File: src/rtl/jtsdram_pkg.sv
// Shared constants for the SDRAM test core: checker FSM encoding, the error
// saturation value and the bank count used by both programmer and checker.
package jtsdram_pkg;
  localparam int          BANKS   = 4;
  localparam logic [15:0] ERR_SAT = 16'hFFFF;

  typedef enum logic [2:0] {
    ST_IDLE = 3'd0,
    ST_REQ  = 3'd1,
    ST_WAIT = 3'd2,
    ST_NEXT = 3'd3,
    ST_DONE = 3'd4
  } chk_state_t;
endpackage

File: src/rtl/jtsdram_errlog.sv
// Error bookkeeping for the read-back checker: saturating mismatch count,
// per-bank failure flags and capture of the first failing word.
module jtsdram_errlog
  import jtsdram_pkg::*;
#(
  parameter int AW = 22
) (
  input  logic             clk,
  input  logic             rst,
  input  logic             clr,
  input  logic             mismatch,
  input  logic [1:0]       ba,
  input  logic [AW-1:0]    addr,
  input  logic [15:0]      data,
  output logic [15:0]      err_cnt,
  output logic [BANKS-1:0] bank_bad,
  output logic [1:0]       first_ba,
  output logic [AW-1:0]    first_addr,
  output logic [15:0]      first_data
);

  always_ff @(posedge clk or posedge rst) begin
    if (rst) begin
      err_cnt    <= '0;
      bank_bad   <= '0;
      first_ba   <= '0;
      first_addr <= '0;
      first_data <= '0;
    end else if (clr) begin
      err_cnt    <= '0;
      bank_bad   <= '0;
      first_ba   <= '0;
      first_addr <= '0;
      first_data <= '0;
    end else if (mismatch) begin
      if (err_cnt != ERR_SAT) err_cnt <= err_cnt + 16'd1;
      bank_bad[ba] <= 1'b1;
      // each mismatch sets a bank flag; all flags clear marks the first one
      if (bank_bad == '0) begin
        first_ba   <= ba;
        first_addr <= addr;
        first_data <= data;
      end
    end
  end

endmodule

File: src/rtl/jtsdram_check.sv
// SDRAM read-back verifier: sweeps every word of banks 0-3 through the read
// port, compares against the shared pattern generator and logs mismatches.
module jtsdram_check
  import jtsdram_pkg::*;
#(
  parameter int AW  = 22,
  parameter int TOW = 8
) (
  input  logic             clk,
  input  logic             rst,
  input  logic             start,
  output logic             busy,
  output logic             done,
  output logic [1:0]       chk_ba,
  output logic [AW-1:0]    chk_addr,
  input  logic [15:0]      exp_data,
  output logic             sdram_rd,
  output logic [1:0]       sdram_ba,
  output logic [AW-1:0]    sdram_addr,
  input  logic             sdram_ack,
  input  logic             sdram_rdy,
  input  logic [15:0]      sdram_dout,
  output logic [15:0]      err_cnt,
  output logic [BANKS-1:0] bank_bad,
  output logic [1:0]       first_ba,
  output logic [AW-1:0]    first_addr,
  output logic [15:0]      first_data,
  output logic             timeout
);

  chk_state_t      st;
  logic [AW+1:0]   loc;
  logic [TOW-1:0]  to_cnt, to_nxt;
  logic            cmp_en, mismatch, to_hit;

  assign {chk_ba, chk_addr} = loc;
  assign sdram_ba   = chk_ba;
  assign sdram_addr = chk_addr;

  // ack+rdy together in REQ counts as an immediate data beat
  assign cmp_en   = ((st == ST_REQ) && sdram_ack && sdram_rdy) ||
                    ((st == ST_WAIT) && sdram_rdy);
  assign mismatch = cmp_en && (sdram_dout != exp_data);
  assign to_nxt   = to_cnt + TOW'(1);
  assign to_hit   = (to_nxt == '1);

  always_ff @(posedge clk or posedge rst) begin
    if (rst) begin
      st       <= ST_IDLE;
      busy     <= 1'b0;
      done     <= 1'b0;
      sdram_rd <= 1'b0;
      timeout  <= 1'b0;
      loc      <= '0;
      to_cnt   <= '0;
    end else if (start) begin
      st       <= ST_REQ;
      busy     <= 1'b1;
      done     <= 1'b0;
      sdram_rd <= 1'b1;
      timeout  <= 1'b0;
      loc      <= '0;
      to_cnt   <= '0;
    end else begin
      case (st)
        ST_REQ: begin
          if (sdram_ack) begin
            sdram_rd <= 1'b0;
            to_cnt   <= '0;
            st       <= sdram_rdy ? ST_NEXT : ST_WAIT;
          end else if (to_hit) begin
            timeout  <= 1'b1;
            sdram_rd <= 1'b0;
            busy     <= 1'b0;
            done     <= 1'b1;
            st       <= ST_DONE;
          end else begin
            to_cnt <= to_nxt;
          end
        end
        ST_WAIT: begin
          if (sdram_rdy) begin
            st <= ST_NEXT;
          end else if (to_hit) begin
            timeout <= 1'b1;
            busy    <= 1'b0;
            done    <= 1'b1;
            st      <= ST_DONE;
          end else begin
            to_cnt <= to_nxt;
          end
        end
        ST_NEXT: begin
          loc    <= loc + (AW+2)'(1);
          to_cnt <= '0;
          if (&loc) begin
            busy <= 1'b0;
            done <= 1'b1;
            st   <= ST_DONE;
          end else begin
            sdram_rd <= 1'b1;
            st       <= ST_REQ;
          end
        end
        ST_IDLE, ST_DONE: ;
        default: st <= ST_IDLE;
      endcase
    end
  end

  jtsdram_errlog #(.AW(AW)) u_errlog (
    .clk        (clk),
    .rst        (rst),
    .clr        (start),
    .mismatch   (mismatch),
    .ba         (chk_ba),
    .addr       (chk_addr),
    .data       (sdram_dout),
    .err_cnt    (err_cnt),
    .bank_bad   (bank_bad),
    .first_ba   (first_ba),
    .first_addr (first_addr),
    .first_data (first_data)
  );

endmodule

File: config.mk
export PLATFORM = sky130hd
export DESIGN_NAME = jtsdram_check
export DESIGN_NICKNAME = d
export VERILOG_FILES = /design/src/rtl/jtsdram_pkg.sv /design/src/rtl/jtsdram_errlog.sv /design/src/rtl/jtsdram_check.sv
export SDC_FILE = /design/constraint.sdc
export NUM_CORES = 1
export LEC_CHECK = 0
export ABC_AREA = 0
export BUFFER_PORTS_ARGS = -buffer_cell sky130_fd_sc_hd__buf_2
export CORE_ASPECT_RATIO = 2
export CORE_MARGIN = 2
export CORE_UTILIZATION = 40
export DETAILED_ROUTE_END_ITERATION = 16
export GPL_TIMING_DRIVEN = 0
export HOLD_SLACK_MARGIN = 0.05
export SETUP_SLACK_MARGIN = 0.02
export SYNTH_ARGS = -nofsm -noshare
export SYNTH_HDL_FRONTEND = slang
export SYNTH_HIERARCHICAL = 1
export SYNTH_SLANG_ARGS = --single-unit
File: constraint.sdc
create_clock -name clk -period 3 [get_ports clk]
set_input_delay 0.9 -clock clk [delete_from_list [all_inputs] [get_ports clk]]
set_output_delay 0.9 -clock clk [all_outputs]
set_load 0.1 [all_outputs]
Word level (Yosys, flattened, before mapping):

Cells that the tools add are included.

* flip-flop bits (word level): 99
* output and inout port bits: 112
* word-level logic and storage cells: 106

* add/sub/neg operators: 3
* order comparisons: 2
* equal/unequal tests: 13
* muxes and demuxes: 52
* bitwise logic cells: 1
* reductions and logical operators: 23

Operators by type and width (count)
* 16-bit 2-to-1 mux: 6
* 22-bit 2-to-1 mux: 3
* 24-bit 2-to-1 mux: 2
* 8-bit 2-to-1 mux: 4
* 24-bit by 1-bit adder with 24-bit output, second input constant: 1
* 8-bit one-hot mux with 3 select lines: 1
* 24-bit AND reduction: 1
* 1-bit 2-to-1 mux: 20
* 16-bit by 1-bit adder with 16-bit output, second input constant: 1
* 16-bit inequality test: 1
* 16-bit inequality test, second input constant: 1
* 3-bit 2-to-1 mux: 5
* 3-bit inequality test, second input constant: 4
* 3-bit one-hot mux with 4 select lines: 1
* 8-bit by 1-bit adder with 8-bit output, second input constant: 1
* 8-bit == test, second input constant: 1
* 4-bit 2-to-1 mux: 2
* 2-bit nonzero test: 4
* 3-bit by 2-bit == test with 1-bit output, second input constant: 2
* 2-bit 2-to-1 mux: 3
* 1-bit one-hot mux with 3 select lines: 2
* 2-bit AND reduction: 3
* 3-bit AND reduction: 2
* 3-bit nonzero test: 2
* other kinds (16): 21

Longest topological paths before layout:

* depth after elaboration: 7
* gate-level depth with buffers: 12
* mapped depth without buffers: 9

By module:

The synthesis kept the hierarchy.

Modules (own cells, without submodules)
* jtsdram_errlog: times used 1, cells an instance 293, area each 2692.6 um2, seq. area each 1501.4 um2
* jtsdram_check: times used 1, cells an instance 273, area each 2476.1 um2, seq. area each 975.9 um2

Least setup slack after synthesis:

Ideal clock, no wire load.

* path type: input to register
* start point: input port sdram_ack
* end point: register u_errlog.first_addr[10]
* library setup time: 0.136 ns
* arrival time: 2.289 ns
* data required time: 2.864 ns
* path slack: 0.575 ns
* stages on the path: 11
* path through: nand2_1 -> o21ai_0 -> nand3b_1 -> nor2_1 -> buf_2 -> nand2b_1 -> or4_1 -> clkbuf_1 -> buf_2 -> nand2_1 -> a21oi_1

* word-level cells in the longest chain between the ends: 6

RTL lines
* start: declaration: line jtsdram_check.sv:20 `input logic sdram_ack,`
* 1-bit logical AND (2 in series): line jtsdram_check.sv:41 `assign cmp_en = ((st == ST_REQ) && sdram_ack && sdram_rdy) ||`
* 1-bit logical OR: line jtsdram_check.sv:41
* 1-bit logical AND: line jtsdram_check.sv:43 `assign mismatch = cmp_en && (sdram_dout != exp_data);`
* via mismatch: line jtsdram_check.sv:34 `logic cmp_en, mismatch, to_hit;`
* 2-bit nonzero test (no line)
* 2-bit AND reduction (no line)
* end signal: assignment: line jtsdram_errlog.sv:41 `first_addr <= addr;`
* end: declaration: line jtsdram_errlog.sv:18 `output logic [AW-1:0] first_addr,`

The timed path passes the listed nets, and every way through them passes these cells.
A chain may end at the register's enable or synchronous reset.

Worst setup path after layout:

* start point: input port exp_data[15]
* end point: register u_errlog.first_data[9]

* word-level cells in the longest chain between the ends: 4

RTL lines
* start: declaration: line jtsdram_check.sv:16 `input logic [15:0] exp_data,`
* 16-bit inequality test: line jtsdram_check.sv:43
* 1-bit logical AND: line jtsdram_check.sv:43
* via mismatch: line jtsdram_check.sv:34
* 2-bit nonzero test (no line)
* 2-bit AND reduction (no line)
* end signal: assignment: line jtsdram_errlog.sv:42 `first_data <= data;`
* end: declaration: line jtsdram_errlog.sv:19 `output logic [15:0] first_data`

The timed path passes the listed nets, and every way through them passes these cells.

==> metrics.yaml <==
synth:
  ys_types: 62
  synth_top_cell_area_share_pct: 47.9
  synth_edf_count: 0
  synth_area_leader_cell: "dfrtp_1"
  syn_avg_cell_area_sq_um: 9.13
  synth_area_leaders: "dfrtp_1 48%, nand2_1 7.3%, a21oi_1 5.6%, xnor2_1 4.7%, buf_4 3.5%"
  synth_seq_cells: 99
  yosysWarnings: 6
  syn_inst: 566
  synthesis.nets: 607
  synthFlopType: "dfrtp_1"
  async_flop_share_pct: 100
  syn_area_sq_um: 5170
  seq_area_frac_synth_pct: 47.9
drt:
  vias: 4656
  ant_nets: 0
  drcViolationCount: 0
  dr.pass1.iters: 5
  drt-total-wl_um: 14600
  drt-wirelength-per-cell_um: 16.6
  first_iter_violations: 259
  vias_per_cell: 5.29
global_routing:
  overflow: 0
  grt_pass1_wl_um: 23600
  antenna_found_initial: 0
  grt_usage_pct: 21.3
  grt_pass1_vias: 4695
  grt_max_degree: 43
cts:
  cts_buffers: 9
  cts_tree: "done"
  clkSlewWorstSetupHoldPaths_ns: 0.08
  post_cts_buffers: 0
  htreeDepth: 3
  cts.sinks: 99
  root_buffer: "clkbuf_16"
  cts_resized: 0
  hold_buffers: 0
  clk_path_buf_depth: 2
  clk_latency_ns: 0.35
sta:
  rsz0062_at_grt: "false"
  relSlewSlack_pct: 43.5
  finalSetupViolations: 0
  slew_viol_final: 0
  skew_ns: 0.00964
  fmax_mhz: 369
  tightest_slew_ns: 0.846
  fin_crit_ns: 2.71
  hold_viol_final: 0
  whs_ns: 0.501
  setup_tns_ns: 0
  finalCritPeriodShare_pct: 90.3
status:
  status: "completed"
place:
  portBuffers: 147
  hpwlAfterDp_um: 11300
  place_congestion: 0.855
  dpl-instance-area_sq_um: 6110
layout:
  nNetsFinal: 766
  mostFrequentLayoutCell: "buf_2"
  fillers: 1233
  final_area_sq_um: 6400
  final_cell_mix: "157 x buf_2, 101 x nand2_1, 99 x dfrtp_1"
  drive_above_1_share_pct: 30.0
  area_growth_pct: 23.7
  diodes: 0
worst_setup_path:
  crit_arrival_ns: 2.98
  endpoint_kind: "flip-flop"
  crit_path_start_kind: "primary input"
  crit_start: "exp_data[15]"
  cp_max_fo: 10
  required_ns: 3.27
  r2r-start: "st[1]"
  path_class: "in2reg"
floorplan:
  rows: 58
  top_level_ports: 149
  dieHeight_um: 165
  die_w_um: 84.4
  initial_core_util_pct: 40.9
  core_sq_um: 12600
  die_area_sq_um: 13900
run:
  cap_violations: 0
pwr:
  vdd_drop_max_uv: 277
  leakage_nw: 3.06
  pwr_density_cell_nw_per_um2: 462
min_path:
  min_from: "to_cnt[7]"
  worstHoldPathType: "reg2reg"
## power breakdown
group | internal (mW) | total (mW) | switching, mW | leakage (nW)
registers | 1.36 | 1.40 | 0.0327 | 1.36
clock network | 0.576 | 1.12 | 0.541 | 0.138
logic | 0.107 | 0.442 | 0.335 | 1.56
## stage by stage
stage | cells | util, % | total power [mW] | setup slack (ns)
6_report | 880 | 50.7 | 2.96 | 0.290
5_1_grt | 880 | 50.7 | 3.08 | 0.0562
4_1_cts | 880 | 50.7 | 2.99 | 0.243
3_5_place_dp | 864 | 48.4 | 1.87 | -0.106
3_3_place_gp | 863 | 48.2 | 1.86 | -0.148
2_1_floorplan | 566 | - | 1.75 | 0.575
## registers in the layout, summed over array words and instances (netlist names)
signal and count:
busy 1, u_errlog/err_cnt 16, u_errlog/first_addr 22, timeout 1, loc 24, u_errlog/first_data 16
u_errlog/first_ba 2, st 3, done 1, u_errlog/bank_bad 4, sdram_rd 1, to_cnt 8
## layer usage
metal	up-vias	track usage [%]	share of wire, %
met5	-	0	0
met2	125	41.9	57
met3	24	2.80	4.1
li1	2265	-	-
met4	0	8.15	2.2
met1	2242	22.4	37
## synth_stat cells (3+ instances only)
library cell  count
a21oi_1          58
a31oi_1          10
and2_1            5
and3_1            6
and3b_1           3
and4_1            6
buf_2            10
buf_4            24
clkbuf_1         15
dfrtp_1          99
ha_1              4
inv_1            15
nand2_1         101
nand2b_1          5
nand3_1          13
nand3b_1          4
nand4_1          19
nor2_1           36
nor2b_1           4
nor3_1           14
nor4_1            4
o21ai_0          20
o21ai_1           5
or3_1             9
or4_1             3
xnor2_1          28
xor2_1            6
## final cells by class
cell class,count,area [sq um],share of cell area [%]
Sequential cell,99,2480,38.7
Multi-Input combinational cell,401,2330,36.5
Timing Repair Buffer,148,756,11.8
Buffer,51,302,4.71
Clock buffer,9,225,3.52
Tap cell,150,188,2.93
Clock inverter,7,58.8,0.919
Inverter,15,56.3,0.880
## worst max-delay path: stages
cell      delay [ns]
buf_2           0.10
xnor2_1         0.19
nand4_1         0.15
nor4_1          0.42
nor2_1          0.08
buf_2           0.20
nand2b_1        0.12
or4_1           0.11
clkbuf_1        0.19
buf_2           0.27
nand2_1         0.08
a21oi_1         0.16
## path summary, 6_finish.rpt
kind	end	slack [ns]	depth (start not counted)
worst max-delay path	u_errlog/first_data[9]	0.29	12
worst min-delay path	to_cnt[7]	0.50	1
worst max register to register	u_errlog/first_addr[0]	0.33	11
worst min register to register	to_cnt[7]	0.50	1
max in group asynchronous	loc[8]	1.72	2
min in group asynchronous	u_errlog/first_addr[18]	0.56	2
## kinds of logic after synthesis
| logic type | Yosys count | share of synthesized area (%) |
|---|---|---|
| flip-flops | 99 | 47.9 |
| adder cells (fa/ha/maj) | 4 | 0.968 |
| XOR/XNOR | 34 | 5.76 |
| AND/OR/NAND/NOR | 245 | 24.3 |
| multiplexers | 2 | 0.412 |
| AO/OA/AOI/OAI | 116 | 13.7 |
| buffers and inverters | 66 | 6.92 |
No activity file was read; power rests on OpenSTA's default activity.
